--- src/rtl/serial_aors.sv ---
// Bit-serial add/subtract unit: one bit per clock, LSB first, with carry/borrow and signed
// overflow, start/busy/done handshake and an accumulate mode that feeds the last result back.
module serial_aors #(
    parameter int unsigned WIDTH = 4
) (
    input  logic             clk_i,
    input  logic             rst_ni,
    input  logic             start_i,
    input  logic [WIDTH-1:0] x_i,
    input  logic [WIDTH-1:0] y_i,
    input  logic             s_i,
    input  logic             acc_i,
    output logic             busy_o,
    output logic             done_o,
    output logic [WIDTH:0]   out_o,
    output logic             ovf_o
);

    localparam int unsigned CntW = $clog2(WIDTH + 1);

    typedef enum logic {StIdle, StRun} state_e;

    state_e state_q, state_d;

    logic [WIDTH-1:0] a_q, a_d, b_q, b_d, sh_q, sh_d;
    logic             carry_q, carry_d, sub_q, sub_d;
    logic [CntW-1:0]  cnt_q, cnt_d;
    logic [WIDTH:0]   out_q, out_d;
    logic             ovf_q, ovf_d, done_q, done_d;

    logic b_bit, sum_bit, carry_nxt, last_bit;

    // Subtraction is x + ~y + 1: invert each B bit and seed the carry with 1.
    assign b_bit     = b_q[0] ^ sub_q;
    assign sum_bit   = a_q[0] ^ b_bit ^ carry_q;
    assign carry_nxt = (a_q[0] & b_bit) | (a_q[0] & carry_q) | (b_bit & carry_q);
    assign last_bit  = (cnt_q == CntW'(WIDTH - 1));

    always_ff @(posedge clk_i or negedge rst_ni) begin
        if (!rst_ni) begin
            state_q <= StIdle;
        end else begin
            state_q <= state_d;
        end
    end

    always_comb begin
        state_d = state_q;
        unique case (state_q)
            StIdle: if (start_i)  state_d = StRun;
            StRun:  if (last_bit) state_d = StIdle;
        endcase
    end

    always_comb begin
        a_d     = a_q;
        b_d     = b_q;
        sh_d    = sh_q;
        carry_d = carry_q;
        sub_d   = sub_q;
        cnt_d   = cnt_q;
        out_d   = out_q;
        ovf_d   = ovf_q;
        done_d  = 1'b0;
        if (state_q == StIdle) begin
            if (start_i) begin
                a_d     = x_i;
                b_d     = acc_i ? out_q[WIDTH-1:0] : y_i;
                sub_d   = s_i;
                carry_d = s_i;
                cnt_d   = '0;
            end
        end else begin
            a_d     = a_q >> 1;
            b_d     = b_q >> 1;
            sh_d    = {sum_bit, sh_q[WIDTH-1:1]};
            carry_d = carry_nxt;
            cnt_d   = cnt_q + CntW'(1);
            if (last_bit) begin
                // carry_q here is the carry into the MSB; bit WIDTH reports borrow when subtracting.
                out_d  = {carry_nxt ^ sub_q, sum_bit, sh_q[WIDTH-1:1]};
                ovf_d  = carry_q ^ carry_nxt;
                done_d = 1'b1;
            end
        end
    end

    always_ff @(posedge clk_i or negedge rst_ni) begin
        if (!rst_ni) begin
            a_q     <= '0;
            b_q     <= '0;
            sh_q    <= '0;
            carry_q <= 1'b0;
            sub_q   <= 1'b0;
            cnt_q   <= '0;
            out_q   <= '0;
            ovf_q   <= 1'b0;
            done_q  <= 1'b0;
        end else begin
            a_q     <= a_d;
            b_q     <= b_d;
            sh_q    <= sh_d;
            carry_q <= carry_d;
            sub_q   <= sub_d;
            cnt_q   <= cnt_d;
            out_q   <= out_d;
            ovf_q   <= ovf_d;
            done_q  <= done_d;
        end
    end

    always_comb begin
        busy_o = (state_q == StRun);
        done_o = done_q;
        out_o  = out_q;
        ovf_o  = ovf_q;
    end

endmodule

--- config.mk ---
export PLATFORM = sky130hd
export DESIGN_NAME = serial_aors
export DESIGN_NICKNAME = d
export VERILOG_FILES = /design/src/rtl/serial_aors.sv
export SDC_FILE = /design/constraint.sdc
export NUM_CORES = 1
export LEC_CHECK = 0
export BUFFER_PORTS_ARGS = -buffer_cell sky130_fd_sc_hd__buf_2
export CORE_ASPECT_RATIO = 1.75
export CORE_MARGIN = 5
export CORE_UTILIZATION = 25
export DETAILED_ROUTE_END_ITERATION = 12
export PLACE_DENSITY = 0.5
export SYNTH_ARGS = -nofsm -noshare
export SYNTH_HDL_FRONTEND = slang
export SYNTH_SLANG_ARGS = --single-unit
--- constraint.sdc ---
create_clock -name clk_i -period 1.7 [get_ports clk_i]
set_input_delay 0.085 -clock clk_i [delete_from_list [all_inputs] [get_ports clk_i]]
set_output_delay 0.085 -clock clk_i [all_outputs]
set_load 0.01 [all_outputs]
# Word level (Yosys, flattened, before mapping)
# Cells that the tools add are included.
# word_totals
word_cells	40
input_bits	13
ff_bits	25
# op_classes
add_sub_neg	1
n_mux	14
n_eq_ne	1
n_reduce_logical	3
n_bitwise	11
# op_table
op	count
two-way mux 4 bit	5
two-way mux 1 bit	6
two-way mux 3 bit	2
XOR 1 bit	5
AND reduction 2 bit	2
adder 3 x 1 -> 3 bit (second input constant)	1
AND 1 bit	3
== test 3 x 2 -> 1 bit (second input constant)	1
OR 1 bit	2
case mux 1 bit (2 select lines)	1
nonzero test 2 bit	1
NOT 1 bit	1

# Logic depth before layout (Yosys ltp)
# logic_depth
word_depth	5
mapped_depth	4
ltp_nobuf	4

# Least setup slack after synthesis
# OpenSTA, ideal clock, no wires.
# synth_timing
kind	flip-flop to flip-flop
from	register sub_q
to	register ovf_q (netlist: ovf_o)
t_required_ns	1.575
n_path_buf	0
slack_ns	0.247
stages_incl_launch_ff	5
synth_period_minus_slack_ns	1.453
setup_ns	0.125
t_arrival_ns	1.328
cell_sequence	dfrtp_1 -> xnor2_1 -> fa_1 -> xnor2_1 -> mux2_2
# synth_via
elab_chain_len	5
elab_cells_between_ends	6
# synth_lines
element	line	source
from (decl)	26	logic carry_q, carry_d, sub_q, sub_d;
from (signal assigned)	104	sub_q <= sub_d;
XOR 1 bit *	34	assign b_bit = b_q[0] ^ sub_q;
AND 1 bit	36	assign carry_nxt = (a_q[0] & b_bit) | (a_q[0] & carry_q) | (b_bit & carry_q);
OR 1 bit	36	
OR 1 bit *	36	
XOR 1 bit *	82	ovf_d = carry_q ^ carry_nxt;
to (signal assigned)	107	ovf_q <= ovf_d;
to (decl)	29	logic ovf_q, ovf_d, done_q, done_d;
# Every way passes the cells marked *; elsewhere a longest branch is shown, timed or not.
# A chain may end at the register's enable or synchronous reset.

# Worst setup path after layout
# Same ends and word-level chain as after synthesis.

==> key figures <==
Run status
  • Outcome: complete, no violations

Placed design
  • HPWL Detailed: 1660 microns
  • Gp weighted congestion: 0.6949
  • PortBufs: 20
  • Cells after DPL: 151

Synthesis
  • Synthesized area: 0.001079 sq mm
  • Post-synthesis cell count: 83
  • YS warnings: 0
  • Syn Nets: 99
  • Avg Cell Area, Syn: 12.99 sq um
  • Post-synth cell types: 20
  • Post-synthesis register bit count: 24
  • Seq/Total Area, Yosys: 55.68%

GRT
  • Largest net degree at the start of global routing: 25
  • Met1 Usage GRT: 8.382%
  • Initial antenna violation count: 0
  • Number of global-route vias before repair: 758
  • Global Route met3 Usage: 1.731%
  • Met2 Use GR: 14.67%
  • Global router's overall resource usage: 8.099%
  • GRT busiest layer: met2
  • First-pass GRT wire length: 3588 microns
  • GRT overflow: 0

Die
  • Io pins: 21
  • Die Span X: 59.65 microns
  • Rows: 31
  • DIE AREA: 0.005779 sq mm
  • Die height: 96.89 microns
  • Initial core utilization: 25.99%
  • Core area: 0.004150 sq mm

Drt
  • Post-DRT Antenna Nets: 0
  • Via/cell ratio: 4.429
  • Final WL: 2094 microns
  • First-iteration detailed-routing DRC count: 18
  • Drt drc: 0
  • 1st-pass router iterations: 4
  • WL/cell: 13.42 microns
  • Vias post-DR: 691

Pwr
  • VDD IR max: 0.001024 V
  • Power Density: 1830 mW/mm^2
  • Total Power: 2.407 mW
  • Leakage power: 0.6573 nW

Timing
  • Min Tclk post-route: 1514 ps
  • Highest clock rate: 660.3 MHz
  • Final-report setup violation count: 0
  • Setup tns final: 0 ps
  • Fin. max-slew vios: 0
  • Final Hold Fails: 0
  • Worst slew pin tran: 540.8 ps
  • Layout Skew: 8.763 ps
  • Period utilization: 89.08%
  • Slew Limit Headroom: 63.95%
  • RSZ-0062 raised after global routing: false

Critical path
  • Crit path top cell by count: xnor2_1
  • CP required: 1860 ps
  • Critical path class: register to register
  • CP cell instances: xnor2_1 -> fa_1 -> xnor2_1 -> mux2_2
  • Critical path peak fanout: 3
  • Worst Setup Start Kind: register
  • Critical path arrival: 1680 ps
  • CP max stage cell: fa_1
  • Worst setup EP type: register
  • CP peak stage delay: 430 ps

Clock tree
  • Worst-path clk slew: 90 ps
  • # H-tree levels: 1
  • Clk_lat worst skew: 270 ps
  • CTS Sinks: 24
  • CTS tree: done
  • Clk root buf: clkbuf_8
  • Total CTS buffers: 3
  • Bufs on Longest Clock Path: 2

Cells and area
  • Fraction of layout cells with a size suffix above 1: 35.51%
  • Antenna Cells: 0
  • Nets: 124
  • Fillers: 425
  • Fin util: 31.69%
  • Area growth from synthesis to layout: 21.93%
  • Layout Cells excl Fill: 156

Job
  • Max-Cap Viols: 0

Min path
  • HP Class: input port to register
kinds of logic (layout without fill, tap and decap cells):
logic type	count (synthesis)	after routing	synth area share [%]
and+or+nand+nor	12	12	5.569
AOI/OAI and AO/OA	10	10	6.844
xor gates and xnor gates	3	3	2.437
DFF	24	24	55.68
buffers and inverters	10	34	4.409
adders and majority gates	3	3	4.176
muxes	21	21	20.88
what timing repair did:
action / CTS / global route
resized for setup: 0 / 0
setup buffers: 0 / 0
endpoints found under the setup margin: 0 / 0
hold buffers: 1 / 0
hold endpoints to repair: 24 / 0
per-stage QoR:
| step | setup WS, ps | hold slack, ps | area, sq um |
|---|---|---|---|
| after floorplan | 246.9 | -210.6 | 1079 |
| after global placement | 202.6 | 96.04 | 1234 |
| after detailed placement | 165.9 | 105.8 | 1234 |
| after CTS | 159.5 | 69.11 | 1315 |
| after global routing | 101.4 | 86.12 | 1315 |
| final | 185.6 | 67.71 | 1315 |
worst paths after layout:
| check | cells past startpoint | to | slack [ps] | start |
|---|---|---|---|---|
| max in group asynchronous | 2 | cnt_q[2] | 1010 | rst_ni |
| setup reg to reg | 4 | ovf_o | 190 | sub_q |
| setup / recovery | 4 | ovf_o | 190 | sub_q |
| min in group asynchronous | 2 | sub_q | 320 | rst_ni |
| hold reg to reg | 2 | a_q[2] | 490 | a_q[3] |
| hold / removal | 3 | a_q[3] | 70 | x_i[3] |
cell type report:
| type | instances | area (sq um) | share of cell area, % |
|---|---|---|---|
| multi-input cells | 49 | 430.4 | 32.73 |
| repair buffers | 23 | 125.1 | 9.515 |
| flip-flops and latches | 24 | 600.6 | 45.67 |
| clock buffers | 3 | 41.29 | 3.140 |
| inverters | 7 | 26.28 | 1.998 |
| well taps | 49 | 61.31 | 4.662 |
| clock inverters | 1 | 30.03 | 2.284 |
cell usage in the layout, fill, tap and decap left out, types with 2 or more instances in the layout:
cell type and instances:
clkbuf_8 3, and2_1 3, buf_2 20, buf_4 2, nor2_1 3, inv_1 7
a22o_1 2, ha_1 2, xnor2_1 3, nand2_1 4, a221o_1 2, o21ai_0 3
dfrtp_1 24, mux2i_1 9, mux2_2 12
critical path, delay by kind of cell (launching register included):
family / cells / cell delay, ps
DFF: 1 / 420
adders and majority gates: 1 / 430
xor gates and xnor gates: 2 / 310
muxes: 1 / 250
metal layers:
metal / vias up / share of wire [%]
met5: - / 0
met1: 345 / 38
met2: 7 / 58
met4: 0 / 1.8
met3: 4 / 2.3
li1: 335 / -
registers in the layout, indices dropped and copies added, names as in the netlist:
name and flops:
cnt_q 3, sh_q 3, busy_o 1, ovf_o 1, done_o 1, carry_q 1
a_q 4, sub_q 1, b_q 4, out_o 5
cell usage after synthesis:
| library cell | number | share of area, % |
|---|---|---|
| a211oi_1 | 1 | 0.70 |
| a211o_1 | 1 | 0.81 |
| a21oi_1 | 1 | 0.46 |
| inv_1 | 7 | 2.4 |
| buf_6 | 1 | 1.0 |
| buf_2 | 2 | 0.93 |
| dfrtp_1 | 24 | 56 |
| nor3b_1 | 1 | 0.70 |
| a22o_1 | 2 | 1.6 |
| mux2i_1 | 9 | 8.4 |
| a221o_1 | 2 | 1.9 |
| o21ai_0 | 3 | 1.4 |
| xnor2_1 | 3 | 2.4 |
| and2_1 | 3 | 1.7 |
| nand2_1 | 4 | 1.4 |
| fa_1 | 1 | 1.9 |
| mux2_2 | 12 | 13 |
| nor2_1 | 3 | 1.0 |
| and2b_1 | 1 | 0.70 |
| ha_1 | 2 | 2.3 |
power breakdown:
group	internal (mW)	switching [mW]
clock	0.315	0.181
sequential	0.825	0.156
combinational	0.504	0.427
(Power assumes the default switching activity.)
